File: src/rtl/cgra_col_activity_ctrl_pkg.sv
// Shared constants and width helpers for the column activity controller.
package cgra_col_activity_ctrl_pkg;

   localparam int CGRA_N_COL           = 4;
   localparam int CGRA_ACT_CNT_WIDTH   = 32;
   localparam int CGRA_CLK_HOLD_CYCLES = 2;
   localparam int CGRA_ACT_SEL_GLOBAL  = CGRA_N_COL;

   // A zero hold still needs a 1-bit register so the counter stays legal.
   function automatic int hold_width(input int hold_cycles);
      return (hold_cycles > 0) ? $clog2(hold_cycles + 1) : 1;
   endfunction

   function automatic int sel_width(input int n_col);
      return $clog2(n_col + 1);
   endfunction

endpackage

File: src/rtl/cgra_col_activity_ctrl_if.sv
// Control/readback bundle between cgra_controller side and the activity controller.
interface cgra_col_activity_ctrl_if
   import cgra_col_activity_ctrl_pkg::*;
#(
   parameter int N_COL     = CGRA_N_COL,
   parameter int CNT_WIDTH = CGRA_ACT_CNT_WIDTH
);
   localparam int SEL_W = sel_width(N_COL);

   logic [N_COL-1:0]     col_e_i;
   logic                 force_on_i;
   logic                 cnt_en_i;
   logic                 cnt_clr_i;
   logic                 snap_i;
   logic [SEL_W-1:0]     rd_sel_i;
   logic [CNT_WIDTH-1:0] rd_data_o;
   logic [N_COL-1:0]     col_clk_en_o;
   logic                 col_busy_o;

   modport master (
      output col_e_i, force_on_i, cnt_en_i, cnt_clr_i, snap_i, rd_sel_i,
      input  rd_data_o, col_clk_en_o, col_busy_o
   );

   modport slave (
      input  col_e_i, force_on_i, cnt_en_i, cnt_clr_i, snap_i, rd_sel_i,
      output rd_data_o, col_clk_en_o, col_busy_o
   );

endinterface

File: src/rtl/cgra_col_act_unit.sv
// One column: enable hold counter, clock-enable logic, saturating active counter and shadow.
module cgra_col_act_unit
   import cgra_col_activity_ctrl_pkg::*;
#(
   parameter int CNT_WIDTH   = CGRA_ACT_CNT_WIDTH,
   parameter int HOLD_CYCLES = CGRA_CLK_HOLD_CYCLES
) (
   input  logic                 clk_i,
   input  logic                 rst_ni,
   input  logic                 col_e,
   input  logic                 force_on,
   input  logic                 cnt_en,
   input  logic                 cnt_clr,
   input  logic                 snap,
   output logic                 col_clk_en,
   output logic [CNT_WIDTH-1:0] shadow
);
   localparam int HOLD_W = hold_width(HOLD_CYCLES);
   localparam logic [HOLD_W-1:0] HOLD_LOAD = HOLD_W'(HOLD_CYCLES);

   logic [HOLD_W-1:0]    hold_reg, hold_next;
   logic [CNT_WIDTH-1:0] act_reg, act_next;
   logic [CNT_WIDTH-1:0] shadow_reg;

   always_comb begin
      hold_next = hold_reg;
      if (col_e) begin
         hold_next = HOLD_LOAD;
      end else if (hold_reg != '0) begin
         hold_next = hold_reg - HOLD_W'(1);
      end
   end

   // hold_reg is forced to zero by reset, so the enable follows the inputs alone then.
   assign col_clk_en = col_e | force_on | (hold_reg != '0);

   always_comb begin
      act_next = act_reg;
      if (cnt_clr) begin
         act_next = '0;
      end else if (cnt_en && col_clk_en && (act_reg != '1)) begin
         act_next = act_reg + CNT_WIDTH'(1);
      end
   end

   always_ff @(posedge clk_i or negedge rst_ni) begin
      if (!rst_ni) begin
         hold_reg   <= '0;
         act_reg    <= '0;
         shadow_reg <= '0;
      end else begin
         hold_reg <= hold_next;
         act_reg  <= act_next;
         if (snap) begin
            shadow_reg <= act_reg;
         end
      end
   end

   assign shadow = shadow_reg;

endmodule

File: src/rtl/cgra_col_activity_ctrl.sv
// Per-column clock-enable hold and activity profiling with a global cycle counter and shadow readback.
module cgra_col_activity_ctrl
   import cgra_col_activity_ctrl_pkg::*;
#(
   parameter int N_COL       = CGRA_N_COL,
   parameter int CNT_WIDTH   = CGRA_ACT_CNT_WIDTH,
   parameter int HOLD_CYCLES = CGRA_CLK_HOLD_CYCLES
) (
   input  logic                    clk_i,
   input  logic                    rst_ni,
   cgra_col_activity_ctrl_if.slave bus
);
   localparam int SEL_W = sel_width(N_COL);

   logic [N_COL:0][CNT_WIDTH-1:0] shadow_all;
   logic [N_COL-1:0]              col_clk_en;
   logic [CNT_WIDTH-1:0]          gcc_reg, gcc_next, gcc_shadow_reg;
   logic [CNT_WIDTH-1:0]          rd_data;

   genvar gi;
   generate
      for (gi = 0; gi < N_COL; gi++) begin : g_col
         cgra_col_act_unit #(
            .CNT_WIDTH   (CNT_WIDTH),
            .HOLD_CYCLES (HOLD_CYCLES)
         ) u_unit (
            .clk_i      (clk_i),
            .rst_ni     (rst_ni),
            .col_e      (bus.col_e_i[gi]),
            .force_on   (bus.force_on_i),
            .cnt_en     (bus.cnt_en_i),
            .cnt_clr    (bus.cnt_clr_i),
            .snap       (bus.snap_i),
            .col_clk_en (col_clk_en[gi]),
            .shadow     (shadow_all[gi])
         );
      end
   endgenerate

   always_comb begin
      gcc_next = gcc_reg;
      if (bus.cnt_clr_i) begin
         gcc_next = '0;
      end else if (bus.cnt_en_i && (gcc_reg != '1)) begin
         gcc_next = gcc_reg + CNT_WIDTH'(1);
      end
   end

   always_ff @(posedge clk_i or negedge rst_ni) begin
      if (!rst_ni) begin
         gcc_reg        <= '0;
         gcc_shadow_reg <= '0;
      end else begin
         gcc_reg <= gcc_next;
         if (bus.snap_i) begin
            gcc_shadow_reg <= gcc_reg;
         end
      end
   end

   assign shadow_all[N_COL] = gcc_shadow_reg;

   // Selects above the global index fall through to zero.
   always_comb begin
      rd_data = '0;
      for (int i = 0; i <= N_COL; i++) begin
         if (bus.rd_sel_i == SEL_W'(i)) begin
            rd_data = shadow_all[i];
         end
      end
   end

   assign bus.rd_data_o    = rd_data;
   assign bus.col_clk_en_o = col_clk_en;
   assign bus.col_busy_o   = |col_clk_en;

endmodule

File: src/flat_wrapper.sv
// flat-port wrapper written by rule: the top's interface ports become plain ports
module cgra_col_activity_ctrl_flat import cgra_col_activity_ctrl_pkg::*;
#(
   parameter int N_COL       = CGRA_N_COL,
   parameter int CNT_WIDTH   = CGRA_ACT_CNT_WIDTH,
   parameter int HOLD_CYCLES = CGRA_CLK_HOLD_CYCLES
)
  (clk_i, rst_ni, bus_col_e_i, bus_force_on_i, bus_cnt_en_i, bus_cnt_clr_i, bus_snap_i, bus_rd_sel_i, bus_rd_data_o, bus_col_clk_en_o, bus_col_busy_o);
  cgra_col_activity_ctrl_if #(.N_COL(N_COL), .CNT_WIDTH(CNT_WIDTH)) bus_i ();
  input  logic clk_i;
  input  logic rst_ni;
  input wire logic [$bits(bus_i.col_e_i)-1:0] bus_col_e_i;
  input wire logic [$bits(bus_i.force_on_i)-1:0] bus_force_on_i;
  input wire logic [$bits(bus_i.cnt_en_i)-1:0] bus_cnt_en_i;
  input wire logic [$bits(bus_i.cnt_clr_i)-1:0] bus_cnt_clr_i;
  input wire logic [$bits(bus_i.snap_i)-1:0] bus_snap_i;
  input wire logic [$bits(bus_i.rd_sel_i)-1:0] bus_rd_sel_i;
  output wire logic [$bits(bus_i.rd_data_o)-1:0] bus_rd_data_o;
  output wire logic [$bits(bus_i.col_clk_en_o)-1:0] bus_col_clk_en_o;
  output wire logic [$bits(bus_i.col_busy_o)-1:0] bus_col_busy_o;
  assign bus_i.col_e_i = bus_col_e_i;
  assign bus_i.force_on_i = bus_force_on_i;
  assign bus_i.cnt_en_i = bus_cnt_en_i;
  assign bus_i.cnt_clr_i = bus_cnt_clr_i;
  assign bus_i.snap_i = bus_snap_i;
  assign bus_i.rd_sel_i = bus_rd_sel_i;
  assign bus_rd_data_o = bus_i.rd_data_o;
  assign bus_col_clk_en_o = bus_i.col_clk_en_o;
  assign bus_col_busy_o = bus_i.col_busy_o;
  cgra_col_activity_ctrl #(.N_COL(N_COL), .CNT_WIDTH(CNT_WIDTH), .HOLD_CYCLES(HOLD_CYCLES)) u_core (.clk_i(clk_i), .rst_ni(rst_ni), .bus(bus_i));
endmodule
File: config.mk
export PLATFORM = sky130hd
export DESIGN_NAME = cgra_col_activity_ctrl_flat
export DESIGN_NICKNAME = d
export VERILOG_FILES = /design/src/rtl/cgra_col_activity_ctrl_pkg.sv /design/src/rtl/cgra_col_activity_ctrl_if.sv /design/src/rtl/cgra_col_act_unit.sv /design/src/rtl/cgra_col_activity_ctrl.sv /design/src/flat_wrapper.sv
export SDC_FILE = /design/constraint.sdc
export NUM_CORES = 1
export LEC_CHECK = 0
export BUFFER_PORTS_ARGS = -buffer_cell sky130_fd_sc_hd__buf_2
export CELL_PAD_IN_SITES_DETAIL_PLACEMENT = 1
export CELL_PAD_IN_SITES_GLOBAL_PLACEMENT = 1
export CORE_MARGIN = 5
export CORE_UTILIZATION = 27
export CTS_CLUSTER_DIAMETER = 120
export DETAILED_ROUTE_END_ITERATION = 8
export PLACE_DENSITY = 0.5
export SLEW_MARGIN = 20
export SYNTH_ARGS = -nofsm -noshare
export SYNTH_HDL_FRONTEND = slang
export SYNTH_SLANG_ARGS = --single-unit
export TNS_END_PERCENT = 20
File: constraint.sdc
create_clock -name clk_i -period 2.5 [get_ports clk_i]
set_input_delay 0.5 -clock clk_i [delete_from_list [all_inputs] [get_ports clk_i]]
set_output_delay 0.5 -clock clk_i [all_outputs]
set_load 0.05 [all_outputs]
==> reports/qor.txt <==
Port buffer count -> 49
CTS tree -> yes
Cell area after layout -> 20,600 um2
Critical Path, Cell by Cell -> inv_1 -> ha_1 -> nor3b_4 -> or4_4 -> or4_4 -> or4_1 -> a21oi_1
Endpoints failing setup -> 1
Crit path kind -> flip-flop to flip-flop
Netlist cell types -> 61
Worst setup path end -> u_core.g_col[3].u_unit.act_reg[28]$_DFFE_PN0P_
Share of cells above drive strength 1 -> 30.6%
Run status -> complete, but fails checks
# DRC -> 0
Critical path's most frequent cell -> or4_4
Total grt overflow -> 0
Worst r2r src -> u_core.g_col[3].u_unit.hold_reg[0]$_DFFE_PN0P_
Final setup margin -> -19.2 ps
Worst flop-to-flop path endpoint -> u_core.g_col[3].u_unit.act_reg[28]$_DFFE_PN0P_
I/O Pins -> 50
Worst Reg-to-Reg Cells -> 7
Vias -> 13,000
Number of max-cap violations -> 0
Rows -> 90
Multi-input logic area -> 7960 um2
Max-slew violation count -> 0
Crit path depth -> 7
Core area -> 60,100 um2
Clock root buffer -> clkbuf_16
Syn Area/Cell -> 10.5 um2
Worst Hold Launch -> bus_col_e_i[2]
Most common cell in the synthesized netlist -> dfrtp_1
Adder-Cell Fraction of Synth Area -> 0.690%
Crit start category -> flip-flop
Failing checks -> negative setup slack
Syn_nets -> 1,571
Synth async-reset ratio -> 100%
Largest net degree at the start of global routing -> 78
Commonest cells in the netlist -> dfrtp_1 (328), mux2_2 (171), a21oi_1 (132)
Clock Sinks -> 328
DRT Wirelength -> 53.7 mm
Final Total Pwr -> 0.0129 W
XOR/XNOR Fraction of Synth Area -> 2.15%
Antenna cells -> 0
Initial drt markers -> 575
Top cell type's share of synthesized area -> 50.3%
CP bufs+invs -> 1
Worst setup EP type -> flip-flop
Max VDD drop -> 0.000522 V
Post-synth top flop -> dfrtp_1
HP Class -> primary input to flip-flop
RD Place Congestion -> 0.826
Die width -> 256 um
Clock buffer depth -> 3
P&R area growth vs syn -> 26.5%
Mapped cell area -> 16,300 um2
Top post-synthesis cells by area -> dfrtp_1 (50%), mux2_2 (12%), a21oi_1 (4.1%)
Yosys reg bits -> 328
Number of fill cells -> 6,713
CTS Buf Count -> 41
Worst-Margin Slew -> 742 ps
Final hold viol count -> 0
Detail Placement HPWL -> 39.6 mm
Via density -> 5.12
Flop-to-flop setup slack -> -20 ps
Final #Nets -> 1,757
Post-layout min period -> 2520 ps
H-tree depth -> 2
Synth area leader -> dfrtp_1
CP Max Fanout -> 4
Final antenna-violating net count -> 0
Critical path origin -> u_core.g_col[3].u_unit.hold_reg[0]$_DFFE_PN0P_
Die Ht -> 256 um
Starting density of the core -> 27.1%
Number of global-route vias before repair -> 13,700
Slew Limit Headroom -> 50.5%
Leak -> 8.76 nW
First-pass GRT wire length -> 84.0 mm
Clk pin slew, worst setup/hold paths -> 60 ps
Drt pass-1 iters -> 5
Cell family with most CP delay -> simple AND/OR/NAND/NOR gates
Main combinational cell family by area after synthesis -> simple AND/OR/NAND/NOR gates
Worst Path Arrival -> 2990 ps
Die area -> 65,400 um2
Worst Path Required -> 2980 ps
Routed len/inst -> 21.1 um
RSZ-0062 raised after global routing -> yes
Post-synthesis sequential area ratio -> 50.3%
Clk_lat worst skew -> 570 ps
Cell Pwr Density -> 624 nW/um2
Complex-gate fraction of the synthesized area -> 12.3%
Initial antenna violation count -> 1
Mapped Cells -> 1,549
YS warnings -> 0
Multiplexer area fraction after synthesis -> 14.6%
Post-Place Cell Area -> 19,000 um2
Setup Skew -> 22.0 ps
Crit share post-route -> 101%
GRT Total Usage -> 16.1%
Peak per-stage delay on the critical path -> 520 ps
Synth Area in Simple Gates -> 16.9%
Post-synth EDFFs -> 0
Sequential Area -> 8210 um2
Slowest-stage cell, CP -> or4_4
F_max -> 0.397 GHz
==> how the worst min path moves through the flow <==
stage,to,slack [ps],cells after the start
after global placement,u_core.g_col[1].u_unit.act_reg[10]$_DFFE_PN0P_,360,1
after detailed placement,u_core.g_col[1].u_unit.act_reg[10]$_DFFE_PN0P_,360,1
after global routing,u_core.g_col[2].u_unit.hold_reg[0]$_DFFE_PN0P_,150,2
after CTS,u_core.g_col[2].u_unit.hold_reg[0]$_DFFE_PN0P_,100,2
final,u_core.g_col[2].u_unit.hold_reg[0]$_DFFE_PN0P_,140,2
after floorplan,u_core.g_col[0].u_unit.act_reg[0]$_DFFE_PN0P_,200,0
==> report_power, final <==
group          switching (W)  internal [W]
Clock                0.00241       0.00383
Combinational       0.000685      0.000460
Sequential         0.0000737       0.00542
==> repair_timing <==
item / 4_1_cts / 5_1_grt
pin swaps: 1 / 3
resized for setup: 24 / 32
hold buffers: 1 / 0
setup endpoints to repair: 14 / 40
buffers inserted: 2 / 2
endpoints found under the hold margin: 14 / 0
cloned: 0 / 0
==> worst register-to-register path: stages (launching register included) <==
cell and delay, ps:
dfrtp_1 360, inv_1 50, ha_1 210, nor3b_4 190, or4_4 530, or4_4 490
or4_1 470, a21oi_1 140
==> cell families (layout without fill, tap and decap cells) <==
group | count (synthesis) | count (layout)
adders and majority gates | 9 | 9
muxes | 210 | 210
and+or+nand+nor | 504 | 504
buffers and inverters | 125 | 339
DFF | 328 | 328
AOI/OAI and AO/OA | 333 | 333
xor gates and xnor gates | 40 | 40
==> cells in the final DEF (no fill, tap or decap), drive strengths merged, types with 9 or more instances in the layout <==
cell type  synthesis  final
dfrtp            328    328
buf               17    226
mux2             171    171
a21oi            132    132
nor2             110    110
nand2             70     70
o21ai             67     67
or3               64     64
nand3             63     63
clkbuf            69     58
or4               45     45
nand4             42     42
inv               39     42
o31ai             41     41
mux2i             34     34
o22ai             27     27
a22oi             25     25
xnor2             21     21
xor2              19     19
nor2b             16     16
and4              16     16
nor3              14     14
and2              14     14
nor4              14     14
and3              11     11
ha                 9      9
==> metal layers <==
layer | wire (um) | track usage [%]
met1 | 24800 | 22.3
met2 | 25400 | 26.1
met3 | 1910 | 2.37
met4 | 1590 | 5.34
met5 | 8 | 0
==> area by class of cell <==
class	instances	area share (%)
flip-flops and latches	328	39.8
multi-input cells	1096	38.6
repair buffers	229	9.36
clock buffers	56	5.73
well taps	782	4.74
clock inverters	15	1.08
inverters	39	0.710
==> stage by stage <==
| stage | setup slack (ps) | utilization, % | TNS [ps] | cells | hold slack (ps) |
|---|---|---|---|---|---|
| floorplan | -36.9 | - | -90.5 | 1549 | 204 |
| global placement | -109 | 31.6 | -253 | 2469 | 359 |
| detailed placement | -147 | 31.6 | -362 | 2469 | 359 |
| CTS | -35.2 | 34.1 | -46.2 | 2543 | 96.5 |
| global route | -90.7 | 34.3 | -213 | 2545 | 155 |
| finish | -19.2 | 34.3 | -19.2 | 2545 | 144 |
Note: power is estimated with default switching activity, not from simulation.
